--- src/rtl/debounce_scheduler.sv ---
// debounce_scheduler: one shared countdown timer debounces four buttons in round-robin order
module debounce_scheduler #(
  parameter int COUNT = 4095
) (
  input  logic       clock,
  input  logic       reset,
  input  logic [3:0] raw,
  output logic [3:0] clean,
  output logic       busy,
  output logic [1:0] grant
);
  localparam logic [0:0] S_IDLE = 1'b0;
  localparam logic [0:0] S_COUNT = 1'b1;
  logic [0:0] state_q, state_d;
  logic [11:0] counter_q, counter_d;
  logic [3:0] raw_q, pending_q, pending_d, clean_q, clean_d, found_re, own;
  logic [1:0] ptr_q, ptr_d, grant_q, grant_d, p1, p2, p3, sel;
  logic counting, idle_go, done;
  always_comb begin
    found_re = raw & ~raw_q;
    counting = state_q == S_COUNT;
    idle_go = !counting && |pending_q;
    done = counting && counter_q == 12'd1;
    p1 = ptr_q + 2'd1;
    p2 = ptr_q + 2'd2;
    p3 = ptr_q + 2'd3;
    sel = pending_q[ptr_q] ? ptr_q : pending_q[p1] ? p1 : pending_q[p2] ? p2 : p3;
    own = counting ? 4'b1 << grant_q : 4'b0;
    pending_d = (pending_q | (found_re & ~own)) & ~(idle_go ? 4'b1 << sel : 4'b0);
    state_d = idle_go ? S_COUNT : done ? S_IDLE : state_q;
    counter_d = idle_go ? 12'(COUNT) : counting ? counter_q - 12'd1 : counter_q;
    grant_d = idle_go ? sel : grant_q;
    ptr_d = done ? grant_q + 2'd1 : ptr_q;
    clean_d = done ? {3'b0, raw[grant_q]} << grant_q : 4'b0;
  end
  always_ff @(posedge clock) begin
    raw_q <= raw;
    if (!reset) begin
      state_q <= S_IDLE;
      counter_q <= 12'd0;
      pending_q <= 4'b0;
      ptr_q <= 2'd0;
      grant_q <= 2'd0;
      clean_q <= 4'b0;
    end else begin
      state_q <= state_d;
      counter_q <= counter_d;
      pending_q <= pending_d;
      ptr_q <= ptr_d;
      grant_q <= grant_d;
      clean_q <= clean_d;
    end
  end
  assign clean = clean_q;
  assign busy = state_q == S_COUNT;
  assign grant = grant_q;
endmodule

--- config.mk ---
export PLATFORM = sky130hd
export DESIGN_NAME = debounce_scheduler
export DESIGN_NICKNAME = d
export VERILOG_FILES = /design/src/rtl/debounce_scheduler.sv
export SDC_FILE = /design/constraint.sdc
export NUM_CORES = 1
export LEC_CHECK = 0
export CAP_MARGIN = 20
export CORE_MARGIN = 2
export CORE_UTILIZATION = 65
export CTS_CLUSTER_SIZE = 24
export DETAILED_ROUTE_END_ITERATION = 10
export DONT_BUFFER_PORTS = 1
export PLACE_DENSITY_LB_ADDON = 0.3
export SKIP_CTS_REPAIR_TIMING = 1
export SLEW_MARGIN = 0
export SYNTH_ARGS = -nofsm -noshare
export SYNTH_HDL_FRONTEND = slang
export SYNTH_SLANG_ARGS = --single-unit
--- constraint.sdc ---
create_clock -name clock -period 3.4 [get_ports clock]
set_input_delay 1.02 -clock clock [delete_from_list [all_inputs] [get_ports clock]]
set_output_delay 1.02 -clock clock [all_outputs]
set_load 0.01 [all_outputs]
==> results of run 1 <==
==> state kept, by name, summed over array words and instances (netlist names) <==
register and flops:
raw_q 4, clean 4, busy 1, counter_q 12, ptr_q 2, pending_q 4
grant 2
==> per-stage QoR <==
stage | instance area [um^2] | worst slack [ns] | power, W | std cells | hold slack, ns
final | 1390 | 1.22 | 0.000855 | 165 | 0.480
after global routing | 1390 | 1.10 | 0.000907 | 165 | 0.513
after CTS | 1390 | 1.24 | 0.000855 | 165 | 0.472
after detailed placement | 1330 | 1.26 | 0.000648 | 158 | 0.455
after global placement | 1330 | 1.38 | 0.000638 | 158 | 0.452
after floorplan | 1310 | 1.68 | 0.000604 | 135 | 0.433
==> worst max path at each step <==
stage                       startpoint           end  slack [ns]  cells past startpoint
final                     pending_q[1]  pending_q[3]        1.22                      4
after global routing      pending_q[1]  counter_q[8]        1.10                      4
after CTS                 pending_q[1]  pending_q[3]        1.24                      4
after detailed placement  pending_q[1]  pending_q[3]        1.26                      4
after global placement    pending_q[1]  pending_q[1]        1.38                      4
after floorplan                   busy      ptr_q[0]        1.68                      4
==> power groups by stage <==
stage,Sequential (W),Combinational (W),Clock [W]
6_report,0.000446,0.000199,0.000210
5_1_grt,0.000453,0.000221,0.000233
4_1_cts,0.000444,0.000198,0.000213
3_5_place_dp,0.000451,0.000197,0
3_3_place_gp,0.000448,0.000190,0
2_1_floorplan,0.000433,0.000171,0
==> cells by family after synthesis <==
family / share of synthesized area
and+or+nand+nor: 0.223
adders and majority gates: 0.0572
AOI/OAI and AO/OA: 0.207
muxes: 0.0162
buffers and inverters: 0.0410
xor gates and xnor gates: 0.0133
DFF: 0.442
==> worst reg2reg max path, cell delays in order, from the launching register on <==
cell     delay, ns
dfxtp_1       0.44
nor4_1        0.16
nor2_1        0.65
or4b_1        0.56
o221a_1       0.27
==> final cells by class <==
cell class	instances	share of cell area
flip-flops and latches	29	0.419
clock buffers	7	0.0397
multi-input cells	92	0.490
well taps	27	0.0244
inverters	10	0.0271
==> routing by layer <==
metal | vias up | global-route usage
met5 | - | 0
met3 | 5 | 0.0982
li1 | 509 | -
met1 | 527 | 0.294
met2 | 45 | 0.420
met4 | 0 | 0.0952
==> cell usage in the layout, fill, tap and decap left out, drive strengths merged, types with 2 or more instances in the layout <==
cell type	count
ha	6
clkbuf	7
o21a	2
nor2b	2
o21ai	2
nor3b	2
o21bai	2
nand2b	4
or3	2
a21oi	3
o221a	4
nor3	13
nor4	6
a311oi	2
nand2	3
inv	10
dfxtp	29
nor2	7
a211oi	14
==> synthesized netlist by cell type, types with 3 or more instances <==
library cell | count | area share
dfxtp_1 | 29 | 0.44
a211oi_1 | 14 | 0.080
nor3_1 | 12 | 0.046
inv_1 | 10 | 0.029
nor2_1 | 7 | 0.020
ha_1 | 6 | 0.057
nor4_1 | 5 | 0.024
nand2b_1 | 4 | 0.019
a21oi_1 | 3 | 0.011
clkbuf_1 | 3 | 0.0086
nand2_1 | 3 | 0.0086
o221a_2 | 3 | 0.026
==> flow_summary.ini, run 1 <==
[worst_setup_path]
rrSetupSlack_ns = 1.22
cp_data_arrival_time_ns = 2.40
cp.required_ns = 3.62
worst_path_max_delay_cell = nor2_1
crit_path_max_incr_delay_ns = 0.65
worstPathMaxFanout = 13
critPathTopFamily = simple AND/OR/NAND/NOR gates
r2r-end = pending_q[3]
cp.buffers_inverters = 0
crit_path_cell_trace = nor4_1 -> nor2_1 -> or4b_1 -> o221a_1
timing.rr.start = pending_q[1]
cp-start-kind = flop
cp-end-kind = flop
worstRegToRegCells = 4
critPathKind = reg -> reg

[power_and_ir_drop]
switching_share = 0.333
p_sw_w = 0.000284
p_seq_frac = 0.522
combPwrFrac = 0.232
p_int_w = 0.000570
p_per_area_nw_per_um2 = 617
peakVddDrop_mv = 0.367
p_clk_frac = 0.246
leakagePower_nw = 0.530

[cells_and_area]
antenna_cells = 0
fillers = 152
multiInputGateArea_um2 = 678
syn2layout_area_growth_pct = 5.53
post-route-util = 0.713
regArea_um2 = 581
drive_gt1_frac = 0.109
nNetsFinal = 150

[placement]
place_hpwl_um = 1910
place.gp.congestion = 0.847
port_buffers = 0

[logic_synthesis]
ys_warn_count = 0
synthCells = 135
synth_area_um2 = 1310
ys_async_sr_fraction = 0
netlist-cell-type-count = 42
synth_edf_count = 0
synthesis.nets = 147
syn_avg_cell_area_um2 = 9.72
synth_ff_type = dfxtp_1
synth-seq-cells = 29
seq_area_frac_synth = 0.442

[cts]
clockBufferDepth = 2
clk_pin_slew_worst_paths_ns = 0.09
numCtsBuffers = 5
cts_sinks = 29
cts_root_buffer = clkbuf_4
clk_latency_ns = 0.33
cts_tree = built
cts_htree_levels = 2

[floorplanning]
dieArea_um2 = 2390
coreArea_um2 = 1940
row_count = 16
start_util = 0.676
die_h_um = 48.9
die_w_um = 48.9
io_pins = 13

[detailed_routing]
routed_via_density = 6.58
met3_length_um = 175
routed_wl_um = 2640
wl_met2_um = 1340
met1_length_um = 1090
firstDrtPassIters = 4
drc = 0
top_layer = met4
antenna_left = 0
via_count = 1086
drt_iter0_markers = 38
routedWlPerCell_um = 16.0

[grt]
grt_pass1_wl_um = 4630
grt_pass1_vias = 1036
grt.overflow.total = 0
antenna_found_initial = 0
grt_use_total = 0.253
grt_max_degree = 14

[run]
cap_violations = 0

[sta]
fin_setup_tns_ns = 0
setup_violations = 0
worst_pin_slew_ns = 0.854
skew_ns = 0.00933
max_clock_freq_ghz = 0.459
rsz0062_at_grt = false
slew_viol_final = 0
hold_viol_final = 0
finalCriticalPeriod_ns = 2.18
slew_headroom = 0.425
post-route-period-util = 0.641

[worst_hold_path]
hold_end = counter_q[11]
hold_depth = 1
hold_path_class = reg -> reg
min_from = counter_q[11]

[status]
status = finished, final reports clean
Note: power is estimated with default switching activity, not from simulation.
==> run 2, diff against run 1 <==
--- a/config.mk
+++ b/config.mk
@@ -7,7 +7,7 @@
 export LEC_CHECK = 0
 export CAP_MARGIN = 20
 export CORE_MARGIN = 2
-export CORE_UTILIZATION = 65
+export CORE_UTILIZATION = 60
 export CTS_CLUSTER_SIZE = 24
 export DETAILED_ROUTE_END_ITERATION = 10
 export DONT_BUFFER_PORTS = 1
==> constraint.sdc (replaced) <==
create_clock -name clock -period 2.3 [get_ports clock]
set_input_delay 0.69 -clock clock [delete_from_list [all_inputs] [get_ports clock]]
set_output_delay 0.69 -clock clock [all_outputs]
set_load 0.01 [all_outputs]
==> run 2 against run 1 <==
Routed wire length increased by 4.2%. Non-clock buffer count up 3. Core utilization down 0.97 points. Clock power rose by 71%. Register-to-register slack worse by 0.68 ns. Global-route usage down 0.12 points. Sequential share of layout area is 1.1 points lower. First-iteration DRC count fell by 29%. Sequential power is 45% higher. Count of clock-buffer cells in the layout stayed put. Critical path depth unchanged. Setup slack worse by 0.68 ns. Critical path type unchanged. Critical endpoint is now counter_q[9]. Largest power group unchanged.
==> flow_summary.ini, run 2 (synthesized netlist as in run 1, its figures left out) <==
[placement]
pre_cts_ws_ns = 0.565
port_buffers = 0
place.gp.congestion = 0.892
place_hpwl_um = 1940
dp.cells = 161

[worst_setup_path]
r2r-end = counter_q[9]
crit_end = counter_q[9]
worstPathMaxFanout = 5
rrSetupSlack_ns = 0.54
cp.required_ns = 2.55
startpoint = counter_q[3]
timing.rr.start = counter_q[3]
worstRegToRegCells = 4
cp_data_arrival_time_ns = 2.01
cp-end-kind = flop
critPathKind = reg -> reg
cp-start-kind = flop

[sta]
finalCriticalPeriod_ns = 1.76
skew_ns = 0.00562
fin_setup_tns_ns = 0
slew_viol_final = 0
hold_viol_final = 0
post-route-period-util = 0.765
timing.final.ws_setup_ns = 0.540
max_clock_freq_ghz = 0.568
setup_violations = 0
worst_pin_slew_ns = 0.502
rsz0062_at_grt = false
slew_headroom = 0.663

[floorplanning]
die_w_um = 50.8
die_h_um = 50.8
dieArea_um2 = 2580
row_count = 16
io_pins = 13
start_util = 0.649
coreArea_um2 = 2020

[cells_and_area]
largest_register_ffs = 12
regArea_um2 = 581
antenna_cells = 0
final_common_cell = dfxtp_1
syn2layout_area_growth_pct = 8.39
fin_cells = 169
regMostFlops = counter_q
fillers = 151
final_cell_mix = dfxtp_1, a211oi_1, nor3_1
multiInputGateArea_um2 = 678
drive_gt1_frac = 0.141
nNetsFinal = 153

[power_and_ir_drop]
p_total_w = 0.00133
peakVddDrop_mv = 0.623
leakagePower_nw = 0.554
p_per_area_nw_per_um2 = 935

[detailed_routing]
routedWlPerCell_um = 16.3
drt_iter0_markers = 27
routed_wl_um = 2750
routed_via_density = 6.41
firstDrtPassIters = 5
via_count = 1083
antenna_left = 0
drc = 0

[grt]
grt_pass1_wl_um = 4700
grt_max_degree = 13
use_met2 = 0.417
antenna_found_initial = 0
use_met1 = 0.287
grt.overflow.total = 0
grt_use_total = 0.252
grt-busiest-layer = met2
grt_pass1_vias = 1056
met3_usage = 0.0744

[cts]
clk_pin_slew_worst_paths_ns = 0.09
cts_tree = built
cts_sinks = 29
clockBufferDepth = 2
clk_latency_ns = 0.34
cts_htree_levels = 2
cts_root_buffer = clkbuf_4
numCtsBuffers = 5

[status]
status = finished, final reports clean

[worst_hold_path]
hold_path_class = in -> reg

[run]
cap_violations = 0
==> run 2: report_power, final <==
| group | leakage, nW | switching (W) | internal, W |
|---|---|---|---|
| Clock | 0.0413 | 0.000182 | 0.000177 |
| Sequential | 0.240 | 0.0000799 | 0.000568 |
| Combinational | 0.273 | 0.000178 | 0.000145 |
| Total | 0.554 | 0.000440 | 0.000890 |
==> run 2: worst max-delay path, cell delays in order (launching register included) <==
cell and delay [ns]:
dfxtp_1 0.35, or3_4 0.44, nor3_1 0.46, a211oi_1 0.16, a311oi_1 0.27
==> run 2: cell type report <==
class                   count  share of cell area
multi-input cells          92               0.477
flip-flops and latches     29               0.408
clock buffers               7              0.0457
inverters                  10              0.0264
well taps                  27              0.0237
repair buffers              3              0.0158
clock inverters             1             0.00352
==> run 2: metal layers <==
metal	wire, um	vias to the layer above
met5	0	-
met4	73	0
met3	157	10
met2	1360	43
met1	1160	514
li1	-	516
==> run 2: how the worst min path moves through the flow <==
stage                        startpoint       endpoint  depth (start not counted)
after floorplan           counter_q[11]  counter_q[11]                          1
after global placement    counter_q[11]  counter_q[11]                          1
after detailed placement  counter_q[11]  counter_q[11]                          1
after CTS                        raw[3]       raw_q[3]                          0
after global routing             raw[3]       raw_q[3]                          0
final                            raw[3]       raw_q[3]                          0
==> run 2: through the flow <==
stage / hold WS (ns) / instance area [um^2] / util
3_3_place_gp: 0.447 / 1350 / 0.669
6_report: 0.368 / 1420 / 0.704
4_1_cts: 0.359 / 1420 / 0.704
3_5_place_dp: 0.466 / 1350 / 0.669
5_1_grt: 0.350 / 1420 / 0.704
2_1_floorplan: 0.433 / 1310 / -
==> run 3, diff against run 2 <==
==> constraint.sdc (replaced) <==
create_clock -name clock -period 1.8 [get_ports clock]
set_input_delay 0.54 -clock clock [delete_from_list [all_inputs] [get_ports clock]]
set_output_delay 0.54 -clock clock [all_outputs]
set_load 0.01 [all_outputs]
==> run 3 against run 2 <==
First-iteration DRC count is 56% lower. Critical path depth stayed put. Clock power is 12% higher. Fmax is 4.2% higher. Critical endpoint is now ptr_q[0]. Highest routed layer unchanged.
==> flow_summary.ini, run 3 (synthesized netlist as in run 1, its figures left out) <==
[status]
status = finished, final reports clean

[worst_setup_path]
cp-start-kind = flop
critPathKind = reg -> reg
worstPathMaxFanout = 5
critPathTopFamily = simple AND/OR/NAND/NOR gates
cp_data_arrival_time_ns = 1.92
worst_path_max_delay_cell = or4_4
cp.buffers_inverters = 0
crit_path_cell_trace = or4_4 -> nor4_4 -> mux2_1 -> and2_1
cp-end-kind = flop
cp.required_ns = 2.03
crit_path_max_incr_delay_ns = 0.57

[cells_and_area]
antenna_cells = 0
regArea_um2 = 581
final_area_um2 = 1430
post-route-util = 0.707
multiInputGateArea_um2 = 678
fin_cells = 171
final_common_cell = dfxtp_1
drive_gt1_frac = 0.146
fillers = 161
syn2layout_area_growth_pct = 8.96
regMostFlops = counter_q
nNetsFinal = 156
final_cell_mix = dfxtp_1, a211oi_1, nor3_1
largest_register_ffs = 12

[detailed_routing]
antenna_left = 0
routedWlPerCell_um = 16.4
routed_wl_um = 2800
firstDrtPassIters = 5
drc = 0
drt_iter0_markers = 12
via_count = 1077
routed_via_density = 6.30

[cts]
cts_root_buffer = clkbuf_4
cts_htree_levels = 2
cts_sinks = 29
cts_tree = built
clk_latency_ns = 0.33
clockBufferDepth = 2
numCtsBuffers = 5
clk_pin_slew_worst_paths_ns = 0.09

[sta]
hold_viol_final = 0
slew_viol_final = 0
setup_violations = 0
rsz0062_at_grt = false
finalCriticalPeriod_ns = 1.69
timing.final.ws_setup_ns = 0.111
post-route-period-util = 0.938
skew_ns = 0.00414
fin_setup_tns_ns = 0
worst_pin_slew_ns = 0.387
slew_headroom = 0.741
max_clock_freq_ghz = 0.592

[floorplanning]
dieArea_um2 = 2580
die_h_um = 50.8
io_pins = 13
start_util = 0.649
die_w_um = 50.8
coreArea_um2 = 2020
row_count = 16

[placement]
pre_cts_ws_ns = 0.118
dp.cells = 164
post_dp_cell_area_um2 = 1380
place_hpwl_um = 1950
port_buffers = 0
place.gp.congestion = 0.813

[power_and_ir_drop]
peakVddDrop_mv = 0.835
p_per_area_nw_per_um2 = 1160
leakagePower_nw = 0.561

[grt]
grt_pass1_vias = 1050
grt.overflow.total = 0
grt_pass1_wl_um = 4660
grt_max_degree = 13
grt_use_total = 0.250
antenna_found_initial = 0

[worst_hold_path]
hold_path_class = in -> reg

[run]
cap_violations = 0
-- run 3: where the power goes --
group	switching [W]	leakage (nW)	internal, W
logic	0.000240	0.289	0.000194
registers	0.0000946	0.240	0.000726
clock network	0.000219	0.0314	0.000184
-- run 3: final timing paths --
path,from,to,slack (ns),depth (start not counted)
worst max-delay path,counter_q[7],ptr_q[0],0.11,4
worst min-delay path,raw[0],raw_q[0],0.23,0
worst max register to register,counter_q[7],ptr_q[0],0.11,4
worst min register to register,counter_q[11],counter_q[11],0.48,1
-- run 3: through the flow --
| stage | power, W | hold slack, ns |
|---|---|---|
| 2_1_floorplan | 0.00114 | 0.433 |
| 3_3_place_gp | 0.00123 | 0.447 |
| 5_1_grt | 0.00176 | 0.198 |
| 6_report | 0.00166 | 0.227 |
| 4_1_cts | 0.00166 | 0.215 |
| 3_5_place_dp | 0.00126 | 0.459 |
-- run 3: layer usage --
| metal | vias to the layer above | part of all wire | GRT usage |
|---|---|---|---|
| met5 | - | 0 | 0 |
| met4 | 0 | 0.019 | 0.108 |
| met3 | 7 | 0.041 | 0.104 |
| met2 | 28 | 0.50 | 0.423 |
| met1 | 522 | 0.44 | 0.272 |
| li1 | 520 | - | - |
-- run 3: layout make-up --
cell class                      count  area share
Multi-Input combinational cell     92       0.474
Sequential cell                    29       0.406
Clock buffer                        7      0.0385
Timing Repair Buffer                6      0.0315
Inverter                           10      0.0262
Tap cell                           27      0.0236
-- run 3: worst register-to-register path, delay by kind of cell (launching register included) --
kind | cells | cell delay [ns]
flops | 1 | 0.36
mux | 1 | 0.34
simple gates | 3 | 0.89
